File: config.mk
export PLATFORM = sky130hd
export DESIGN_NAME = csa_cpa_serial
export DESIGN_NICKNAME = d
export VERILOG_FILES = /design/src/rtl/csa_cpa_serial.sv
export SDC_FILE = /design/constraint.sdc
export NUM_CORES = 1
export LEC_CHECK = 0
export BUFFER_PORTS_ARGS = -buffer_cell sky130_fd_sc_hd__buf_2
export CORE_ASPECT_RATIO = 0.8
export CORE_MARGIN = 10
export CORE_UTILIZATION = 56
export CTS_CLUSTER_DIAMETER = 150
export DETAILED_ROUTE_END_ITERATION = 7
export PLACE_DENSITY = 0.8
export SLEW_MARGIN = 20
export SYNTH_ARGS = -nofsm -noshare
export SYNTH_HDL_FRONTEND = slang
export SYNTH_SLANG_ARGS = --single-unit
File: constraint.sdc
create_clock -name clk -period 3.7 [get_ports clk]
set_input_delay 0.37 -clock clk [delete_from_list [all_inputs] [get_ports clk]]
set_output_delay 0.37 -clock clk [all_outputs]
set_load 0.02 [all_outputs]
File: src/rtl/csa_cpa_serial.sv
// Serial carry-propagate resolver for a carry-save result.
// Ports: in_valid/in_ready + sum/carry/of in, out_valid/out_ready + result/ovf out.
module csa_cpa_serial #(
  parameter int WIDTH = 16,
  parameter int CHUNK = 4
) (
  input  logic             clk,
  input  logic             rst_n,
  input  logic             in_valid,
  output logic             in_ready,
  input  logic [WIDTH-1:0] sum,
  input  logic [WIDTH-1:0] carry,
  input  logic             of,
  output logic             out_valid,
  input  logic             out_ready,
  output logic [WIDTH+1:0] result,
  output logic             ovf
);

  localparam int N  = WIDTH / CHUNK;
  localparam int IW = (N > 1) ? $clog2(N) : 1;

  if ((CHUNK != 1 && CHUNK != 2 && CHUNK != 4 &&
       CHUNK != 8 && CHUNK != 16) ||
      (WIDTH % CHUNK) != 0) begin : g_cfg_err
    $error("csa_cpa_serial: illegal CHUNK");
  end

  typedef enum logic [1:0] {
    IDLE,
    RUN,
    DONE
  } state_t;

  state_t           state_q, state_d;
  logic [WIDTH-1:0] sum_q, sum_d;
  logic [WIDTH-1:0] carry_q, carry_d;
  logic             of_q, of_d;
  logic [IW-1:0]    idx_q, idx_d;
  logic             cin_q, cin_d;
  logic [WIDTH-1:0] work_q, work_d;
  logic [WIDTH+1:0] result_q, result_d;
  logic             ovf_q, ovf_d;

  int unsigned      base;
  logic [CHUNK:0]   slice;
  logic [1:0]       hi;
  logic             last;

  always_comb begin
    base  = int'(idx_q) * CHUNK;
    slice = {1'b0, sum_q[base +: CHUNK]}
          + {1'b0, carry_q[base +: CHUNK]}
          + {{CHUNK{1'b0}}, cin_q};
    // Top two bits: MSB carry-out plus final slice carry, 0..2.
    hi    = {1'b0, of_q} + {1'b0, slice[CHUNK]};
    last  = (idx_q == IW'(N - 1));
  end

  always_comb begin
    state_d  = state_q;
    sum_d    = sum_q;
    carry_d  = carry_q;
    of_d     = of_q;
    idx_d    = idx_q;
    cin_d    = cin_q;
    work_d   = work_q;
    result_d = result_q;
    ovf_d    = ovf_q;
    unique case (state_q)
      IDLE: begin
        if (in_valid) begin
          sum_d   = sum;
          carry_d = carry;
          of_d    = of;
          idx_d   = '0;
          cin_d   = 1'b0;
          state_d = RUN;
        end
      end
      RUN: begin
        work_d[base +: CHUNK] = slice[CHUNK-1:0];
        cin_d = slice[CHUNK];
        idx_d = idx_q + IW'(1);
        if (last) begin
          result_d = {hi, work_d};
          ovf_d    = |hi;
          state_d  = DONE;
        end
      end
      DONE: begin
        if (out_ready) state_d = IDLE;
      end
      default: state_d = IDLE;
    endcase
  end

  always_ff @(posedge clk or negedge rst_n) begin
    if (!rst_n) begin
      state_q  <= IDLE;
      sum_q    <= '0;
      carry_q  <= '0;
      of_q     <= 1'b0;
      idx_q    <= '0;
      cin_q    <= 1'b0;
      work_q   <= '0;
      result_q <= '0;
      ovf_q    <= 1'b0;
    end else begin
      state_q  <= state_d;
      sum_q    <= sum_d;
      carry_q  <= carry_d;
      of_q     <= of_d;
      idx_q    <= idx_d;
      cin_q    <= cin_d;
      work_q   <= work_d;
      result_q <= result_d;
      ovf_q    <= ovf_d;
    end
  end

  assign in_ready  = (state_q == IDLE);
  assign out_valid = (state_q == DONE);
  assign result    = result_q;
  assign ovf       = ovf_q;

endmodule

# Word-level counts from Yosys, hierarchy flattened
# Cells that the tools add are included.
[op_classes]
add_sub_neg = 5
eq_ne = 6
shift = 4
muxes = 9
reduce_logical = 7
[op_table]
columns = ["cell", "count"]
rows = [
  ["$neg A4 Y34", 1],
  ["$shift A4 B34 Y16 const A", 1],
  ["$shiftx A4 B34 Y16", 1],
  ["$shiftx A16 B5 Y4", 2],
  ["$bwmux W16", 1],
  ["$mux W2", 4],
  ["$pmux W2 S3", 1],
  ["$reduce_and A2 Y1", 3],
  ["$add A4 B4 Y5", 1],
  ["$add A5 B1 Y5", 1],
  ["$eq A2 B2 Y1 const B", 2],
  ["$ne A2 B2 Y1 const B", 2],
  ["$pmux W2 S2", 1],
  ["$reduce_and A3 Y1", 1],
  ["$add A1 B1 Y2", 1],
  ["$add A2 B1 Y2 const B", 1],
  ["$eq A2 B1 Y1 const B", 1],
  ["$logic_not A2 Y1", 1],
  ["$ne A2 B1 Y1 const B", 1],
  ["$pmux W1 S2", 1],
  ["$reduce_bool A2 Y1", 1],
  ["$reduce_or A2 Y1", 1],
  ["$mux W1", 1],
]
[totals]
register_bits = 73
input_bits = 37

# Longest topological paths before layout
# Gate-level depths: netlist of run 1.
[logic_depth]
ltp_word = 5
depth_mapped = 12
ltp_nobuf = 11

# Worst setup path after synthesis of run 1
# No wires, ideal clock.
[synth_timing]
path_type = "flip-flop to flip-flop"
startpoint = "register idx_q[0]"
endpoint = "register result_q[16] (netlist: result[16])"
setup_time_ns = 0.117
arrival_ns = 2.583
required_time_ns = 3.583
slack_ns = 1.000
path_stages_with_launch = 12
synth_period_minus_slack_ns = 2.700
path_cell_list = "dfrtp_1 buf_6 mux4_2 fa_1 inv_1 fa_1 inv_1 a21o_2 a21oi_1 ha_1 nand2_1 nand2_1"
[synth_via]
elab_chain_len = 4
[synth_lines]
columns = ["element", "line_no", "source"]
rows = [
  ["from (decl)", "39", "logic [IW-1:0] idx_q, idx_d;"],
  ["from (signal assigned)", "114", "idx_q <= idx_d;"],
  ["$shiftx A16 B5 Y4 (on tied branches)", "52, 53", ""],
  ["$add A4 B4 Y5 *", "53", "+ {1'b0, carry_q[base +: CHUNK]}"],
  ["$add A5 B1 Y5 *", "54", "+ {{CHUNK{1'b0}}, cin_q};"],
  ["$add A1 B1 Y2 *", "56", "hi = {1'b0, of_q} + {1'b0, slice[CHUNK]};"],
  ["net hi[0]", "47", "logic [1:0] hi;"],
  ["to (signal assigned)", "117", "result_q <= result_d;"],
  ["to (decl)", "42", "logic [WIDTH+1:0] result_q, result_d;"],
]
# The timed path passes the listed nets; every way through them passes the cells marked *.
# A chain may end at the register's enable or synchronous reset.

# Worst setup path in the final report of run 1
# Ends and elaborated chain as after synthesis.

==> flow_summary.ini, run 1 <==
[timing]
fin_ws_ns = 0.651
setup_violations = 0
tightestPinTransition_ns = 0.694
hold_viol = 0
maxSlewViolCount = 0
fin_setup_tns_ns = 0
post-route-period-util_pct = 82.4
slew_headroom_pct = 53.8
fin_crit_ns = 3.05
fin_skew_ns = 0.00615
hold-worst-slack_ns = 0.228
rsz0062_at_grt = false
fmax_mhz = 328

[power_and_ir_drop]
power_density_nw_per_um2 = 1100
combPwrFrac_pct = 53.0
vdd_drop_max_uv = 620
intPower_uw = 2470
p_clk_share_pct = 14.5
leakage_uw = 0.00188
power_switching_uw = 1880
p_sw_share_pct = 43.1
p_seq_share_pct = 32.5

[synth]
synth_nets = 312
synthCells = 262
async_flop_share_pct = 100
synth_edf_count = 0
synth_ff_type = dfrtp_1
ys_seq_area_share_pct = 53.7
avgSynthCellArea_um2 = 13.0
synth_area_um2 = 3400
ys_seq_elements = 73
ys_types = 39
yosys_warnings = 0

[hold_path]
min_path_type = input port to flop
min_path_cells = 3
worstHoldStart = of
whs_endpoint = of_q

[floorplanning]
initial_utilization_pct = 57.5
rows = 25
core_area_um2 = 5910
die-area_um2 = 9610
die_w_um = 107
die_h_um = 89.7
io_pins = 58

[setup_path]
path_max_fanout = 11
path_class = flop to flop
critPathLaunchType = flop
required_ns = 3.94
worstReg2RegStart = idx_q[0]
reg2reg_slack_ns = 0.65
reg2reg_depth = 11
crit_path_end_kind = flop
r2r_end = result[16]
critPathArrivalTime_ns = 3.29

[clock_tree]
htree_levels = 3
clock_latency_ns = 0.35
clk_path_buf_depth = 2
clock-sinks = 73
clkTransAtPathRegs_ns = 0.07
cts_root_buf = clkbuf_8
cts_tree = done
numCtsBuffers = 9
ctsResizeCount = 0

[global_route]
grt_first_pass_wirelength_um = 12300
antenna_found_initial = 0
grt_max_degree = 57
track_usage_pct = 16.3
grt_pass1_vias = 2422
overflow = 0

[job]
max-cap-violations = 0

[place]
dp_slack_ns = 0.679
post-dp-hpwl_um = 5270
gp_congestion = 0.854
portBuffers = 57

[drt]
dr.pass1.iters = 4
viasPerCell = 5.57
drtAntennaViolNets = 0
wire_per_inst_um = 17.6
drt_iter0_drc = 97
drcViolationCount = 0
totalWireLength_um = 7220
route.vias.total = 2282

[final_layout]
syn_to_final_growth_pct = 16.4
diodes = 0
drive_gt1_share_pct = 31.3
final_nets = 374

[run_status]
outcome = finished clean
==> repair_timing <==
action | in CTS | in global routing
hold buffers | 1 | 0
hold endpoints to repair | 17 | 0
setup buffers | 0 | 0
==> metrics by stage <==
stage | power (uW) | area, um^2 | instances | util, %
floorplan | 3080 | 3400 | 262 | -
global placement | 3620 | 3740 | 393 | 63.3
detailed placement | 3720 | 3740 | 393 | 63.3
CTS | 4360 | 3960 | 410 | 66.9
global route | 4690 | 3960 | 410 | 66.9
finish | 4350 | 3960 | 410 | 66.9
==> worst max path at each step <==
| stage | start | endpoint | cells past startpoint |
|---|---|---|---|
| finish | idx_q[0] | result[16] | 11 |
| global route | idx_q[0] | result[16] | 11 |
| CTS | idx_q[0] | result[16] | 11 |
| detailed placement | idx_q[0] | result[16] | 11 |
| global placement | idx_q[0] | result[16] | 11 |
| floorplan | idx_q[0] | result[16] | 11 |
==> layer usage <==
| metal | GRT usage (%) | up-vias | wire length [um] |
|---|---|---|---|
| met5 | 0 | - | 0 |
| met4 | 5.40 | 0 | 98 |
| met3 | 6.42 | 9 | 553 |
| met2 | 25.3 | 85 | 3370 |
| met1 | 20.6 | 1110 | 3190 |
| li1 | - | 1078 | - |
==> synth_stat cells, drive strengths merged (3+ instances only) <==
cell type	number	area share, %
nor2	32	3.5
a32oi	4	1.0
inv	15	1.7
a21oi	5	0.74
clkbuf	4	0.44
a22o	8	2.1
mux2	32	11
mux4	8	5.3
ha	11	4.0
nand2	16	1.8
dfrtp	73	54
a32o	8	2.4
o21ai	5	0.74
buf	8	2.0
a221oi	12	3.1
and2	3	0.63
==> sequential cells by signal, indices dropped and copies added, names as in the netlist <==
name,flops
result,18
carry_q,16
sum_q,16
work_q,16
idx_q,2
state_q,2
cin_q,1
of_q,1
ovf,1
==> final cells by class <==
type,instances,area (um^2)
Clock buffer,11,151
Clock inverter,5,53.8
Fill cell,444,1950
Inverter,15,56.3
Multi-Input combinational cell,162,1440
Sequential cell,73,1830
Tap cell,81,101
Timing Repair Buffer,63,333
==> power groups by stage <==
stage          Sequential, uW  Combinational, uW  Clock, uW
2_1_floorplan            1480               1610          0
3_3_place_gp             1410               2210          0
3_5_place_dp             1430               2290          0
4_1_cts                  1420               2300        648
5_1_grt                  1470               2530        693
6_report                 1420               2310        631
==> placed cells by master (no fill, tap or decap), types with 2 or more instances in the layout <==
master | synthesis | final
a32o_1 | 6 | 6
a221oi_1 | 12 | 12
inv_1 | 14 | 14
a22o_1 | 8 | 8
and2_1 | 2 | 2
buf_2 | 2 | 57
clkinv_2 | 0 | 3
nor2_1 | 32 | 32
mux2_1 | 26 | 26
ha_1 | 11 | 11
a21oi_1 | 5 | 5
nand2_1 | 15 | 15
clkbuf_8 | 0 | 11
dfrtp_1 | 73 | 73
mux2_2 | 6 | 6
nand2b_1 | 2 | 2
nor4b_4 | 2 | 2
buf_4 | 1 | 5
a32o_2 | 2 | 2
o21ai_0 | 5 | 5
fa_1 | 2 | 2
mux4_2 | 8 | 8
a32oi_1 | 4 | 4
==> worst max-delay path, stage by stage (launching register included) <==
cell and delay [ns]:
dfrtp_1 0.50, buf_4 0.28, mux4_2 0.55, fa_1 0.40, inv_1 0.08, fa_1 0.21
inv_1 0.05, a21o_2 0.18, a21oi_1 0.29, ha_1 0.29, nand2_1 0.06, nand2_1 0.04
==> kinds of logic after synthesis <==
| family | after synthesis | synth area share, % |
|---|---|---|
| buffers and inverters | 27 | 4.05 |
| adder cells (fa/ha/maj) | 13 | 5.23 |
| flip-flops | 73 | 53.7 |
| AND/OR/NAND/NOR | 61 | 9.57 |
| XOR/XNOR | 1 | 0.258 |
| multiplexers | 41 | 16.2 |
| AO/OA/AOI/OAI | 46 | 11.0 |
No activity file was read; power rests on OpenSTA's default activity.
==> inputs of run 2 (changes only) <==
--- a/config.mk
+++ b/config.mk
@@ -8,10 +8,10 @@
 export BUFFER_PORTS_ARGS = -buffer_cell sky130_fd_sc_hd__buf_2
 export CORE_ASPECT_RATIO = 0.8
 export CORE_MARGIN = 10
-export CORE_UTILIZATION = 56
+export CORE_UTILIZATION = 50
 export CTS_CLUSTER_DIAMETER = 150
 export DETAILED_ROUTE_END_ITERATION = 7
-export PLACE_DENSITY = 0.8
+export PLACE_DENSITY = 0.75
 export SLEW_MARGIN = 20
 export SYNTH_ARGS = -nofsm -noshare
 export SYNTH_HDL_FRONTEND = slang
==> constraint.sdc (replaced) <==
create_clock -name clk -period 2.8 [get_ports clk]
set_input_delay 0.28 -clock clk [delete_from_list [all_inputs] [get_ports clk]]
set_output_delay 0.28 -clock clk [all_outputs]
set_load 0.02 [all_outputs]
==> run 2 against run 1 <==
Compared with the run above: critical path depth shrank 1; sequential share of layout area is 0.62 points lower; fmax grew 16%; critical endpoint unchanged; count of clock-buffer cells in the layout is 1 lower; register-to-register slack got worse by 0.47 ns; final cell count up 1.7%; non-clock buffer count grew 4; routed wire length rose by 0.18%; hold slack got worse by 0.096 ns; highest routed layer unchanged; die area rose by 9.5%.
==> flow_summary.ini, run 2 (synthesis results as in run 1) <==
[clock_tree]
cts_root_buf = clkbuf_8
htree_levels = 3
numCtsBuffers = 9
clk_path_buf_depth = 2
clock-sinks = 73
clock_latency_ns = 0.35
post-cts-setup-buffers = 0
cts_tree = done
clkTransAtPathRegs_ns = 0.08

[setup_path]
crit_path_end_kind = flop
path_max_fanout = 6
required_ns = 3.04
critPathArrivalTime_ns = 2.86
critPathLaunchType = flop
path_class = flop to flop

[drt]
viasPerCell = 5.55
drtAntennaViolNets = 0
totalWireLength_um = 7230
route.vias.total = 2316
drt_iter0_drc = 63
dr.pass1.iters = 5
drcViolationCount = 0
wire_per_inst_um = 17.3

[job]
max-cap-violations = 0

[final_layout]
drive_gt1_share_pct = 32.4
final_common_cell = dfrtp_1
design_area_um2 = 4010
regArea_um2 = 1830
syn_to_final_growth_pct = 18.1
largest_reg_flops = 18
diodes = 0
final_cell_mix = dfrtp_1 (72), buf_2 (56), nor2_1 (32), mux2_1 (26), nand2_1 (15)
fillerInstances = 532
multiInputGateArea_um2 = 1440
final_nets = 378

[floorplanning]
initial_utilization_pct = 52.2
rows = 26
die-area_um2 = 10500
die_h_um = 93.8
io_pins = 58
core_area_um2 = 6510
die_w_um = 112

[timing]
hold-worst-slack_ns = 0.131
rsz0062_at_grt = false
hold_viol = 0
setup_violations = 0
fin_ws_ns = 0.178
fin_setup_tns_ns = 0
fin_crit_ns = 2.62
fin_skew_ns = 0.0102
slew_headroom_pct = 62.4
tightestPinTransition_ns = 0.564
post-route-period-util_pct = 93.6
maxSlewViolCount = 0
fmax_mhz = 381

[global_route]
grt_first_pass_wirelength_um = 12300
track_usage_pct = 14.6
antenna_found_initial = 0
grt_pass1_vias = 2387
grt_max_degree = 46
overflow = 0

[place]
post-dp-hpwl_um = 5340
portBuffers = 57
dp_slack_ns = 0.0211
place_area_um2 = 3780
gp_congestion = 0.823

[hold_path]
min_path_type = input port to flop

[run_status]
outcome = finished clean
## run 2: final timing paths
path                       startpoint         end  slack [ns]  depth (start not counted)
max in group asynchronous       rst_n  carry_q[5]        1.72                          3
min in group asynchronous       rst_n         ovf        0.45                          2
min reg2reg                result[16]  result[16]        0.47                          2
min                           sum[11]   sum_q[11]        0.13                          2
max reg2reg                  idx_q[0]  result[16]        0.18                         10
max                          idx_q[0]  result[16]        0.18                         10
## run 2: per-layer routing
metal | part of all wire (%) | track usage [%]
met4 | 1.7 | 5.70
met5 | 0 | 0
met1 | 46 | 18.6
met3 | 6.5 | 5.17
met2 | 45 | 22.2
## run 2: cell type report
type | instances | share of cell area [%]
inverter | 15 | 1.40
tap | 84 | 2.62
timing repair buffer | 67 | 9.10
sequential | 73 | 45.5
clock buffer | 10 | 3.18
clock inverter | 6 | 2.31
multi-input combinational | 162 | 35.8
## run 2: through the flow
stage          cells  utilization [%]
2_1_floorplan    262                -
3_3_place_gp     400             58.0
3_5_place_dp     400             58.0
4_1_cts          416             61.4
5_1_grt          417             61.7
6_report         417             61.7
## run 2: worst max-delay path, stage by stage, from the launching register on
cell and delay (ns):
dfrtp_2 0.45, mux4_2 0.54, fa_1 0.41, inv_1 0.08
fa_1 0.21, inv_1 0.06, a21o_2 0.20, a21oi_2 0.21
ha_1 0.26, nand2_1 0.06, nand2_1 0.04
## run 2: repair_timing
item / 4_1_cts / 5_1_grt
endpoints found under the hold margin: 0 / 43
hold buffers: 0 / 1
setup endpoints to repair: 0 / 11
gates resized for setup: 0 / 3
Power of run 2 is not shown: default switching activity piles up to over one toggle a cycle in this logic, so the estimate is an artifact.
==> inputs of run 3 (changes only) <==
--- a/config.mk
+++ b/config.mk
@@ -11,6 +11,7 @@
 export CORE_UTILIZATION = 50
 export CTS_CLUSTER_DIAMETER = 150
 export DETAILED_ROUTE_END_ITERATION = 7
+export GPL_TIMING_DRIVEN = 0
 export PLACE_DENSITY = 0.75
 export SLEW_MARGIN = 20
 export SYNTH_ARGS = -nofsm -noshare
==> run 3 against run 2 <==
Compared with the run above: core utilization up 1.1 points; highest routed layer unchanged; die area unchanged; critical path depth up 1; cell area up 1.8%; final cell count up 1.2%; via count up 2.4%; largest cell class unchanged; hold slack about the same; global-route usage down 0.48 points; count of clock-buffer cells in the layout up 1; critical endpoint unchanged.
==> flow_summary.ini, run 3 (synthesis results as in run 1) <==
[run_status]
outcome = finished clean

[place]
gp_congestion = 0.847
post-dp-hpwl_um = 5370
portBuffers = 57
place_inst = 404

[floorplanning]
die_h_um = 93.8
initial_utilization_pct = 52.2
core_area_um2 = 6510
rows = 26
die-area_um2 = 10500
io_pins = 58
die_w_um = 112

[global_route]
grt_max_degree = 42
antenna_found_initial = 0
grt_first_pass_wirelength_um = 12100
grt_pass1_vias = 2469
overflow = 0
track_usage_pct = 14.1

[setup_path]
required_ns = 3.05
crit_path_end_kind = flop
path_max_fanout = 10
critPathLaunchType = flop
reg2reg_depth = 11
reg2reg_slack_ns = 0.13
worstReg2RegStart = idx_q[0]
critPathArrivalTime_ns = 2.91
path_class = flop to flop
startpoint = idx_q[0]

[job]
max-cap-violations = 0

[hold_path]
min_path_cells = 2
min_path_type = input port to flop
worstHoldStart = out_ready

[final_layout]
final_nets = 383
final_common_cell = dfrtp_1
instances_no_fill = 422
syn_to_final_growth_pct = 20.2
final_cell_mix = dfrtp_1 (72), buf_2 (59), nor2_1 (32), mux2_1 (26), nand2_1 (15)
multiInputGateArea_um2 = 1460
drive_gt1_share_pct = 33.1
largest_reg_flops = 18
fillerInstances = 535
regArea_um2 = 1830
diodes = 0

[timing]
tightestPinTransition_ns = 0.489
fin_crit_ns = 2.67
setup_violations = 0
maxSlewViolCount = 0
rsz0062_at_grt = false
slew_headroom_pct = 67.2
hold_viol = 0
post-route-period-util_pct = 95.3
fmax_mhz = 375
fin_skew_ns = 0.00950

[drt]
wire_per_inst_um = 17.2
drcViolationCount = 0
drtAntennaViolNets = 0
viasPerCell = 5.62
dr.pass1.iters = 4
route.vias.total = 2371
totalWireLength_um = 7270
drt_iter0_drc = 86

[clock_tree]
clock-sinks = 73
clkTransAtPathRegs_ns = 0.07
numCtsBuffers = 9
htree_levels = 3
cts_root_buf = clkbuf_8
clk_path_buf_depth = 2
cts_tree = done
clock_latency_ns = 0.35
[run 3: changes by cell type in the layout (fill, tap and decap cells not counted), sizes merged]
cell | previous run | this run
clkbuf | 10 | 14
buf | 66 | 68
clkinvlp | 2 | 0
clkinv | 2 | 3
[run 3: layer usage]
metal	vias up	global-route usage, %	share of wire [%]
li1	1096	-	-
met1	1173	18.3	46
met2	89	21.0	45
met3	13	6.19	8.5
met4	0	3.90	1.0
met5	-	0	0
[run 3: path summary, 6_finish.rpt]
check / to
max in group asynchronous: work_q[3]
worst min-delay path: state_q[1]
worst min register to register: ovf
worst max register to register: result[16]
min in group asynchronous: result[17]
worst max-delay path: result[16]
[run 3: final cells by class]
class	instances	area share, %
Clock inverter	5	1.93
Clock buffer	11	3.46
Timing Repair Buffer	60	7.96
Tap cell	84	2.57
Buffer	12	2.24
Multi-Input combinational cell	162	35.7
Inverter	15	1.38
Sequential cell	73	44.7
[run 3: timing repair]
action	4_1_cts	5_1_grt
endpoints found under the setup margin	24	6
pin swaps	0	1
hold buffers	1	0
gates resized for setup	5	6
buffers inserted	1	0
endpoints found under the hold margin	32	0
[run 3: worst max-delay path: stages (launching register included)]
cell and delay, ns:
dfrtp_2 0.39, buf_12 0.16, mux4_2 0.55, fa_2 0.36, inv_1 0.08, fa_2 0.23
inv_1 0.05, a21o_2 0.20, a21oi_4 0.18, ha_1 0.27, nand2_1 0.06, nand2_1 0.05
[run 3: metrics by stage]
stage	cell area [um^2]	hold WS [ns]	setup slack (ns)	util (%)	TNS [ns]
final	4090	0.131	0.131	62.8	0
after global routing	4090	0.127	0.0169	62.8	0
after CTS	4060	0.125	0.0183	62.4	0
after detailed placement	3810	0.249	-0.289	58.6	-3.34
after global placement	3790	0.455	-0.269	58.3	-2.56
after floorplan	3400	-0.0156	0.100	-	0
Power of run 3 is left out for the same reason.
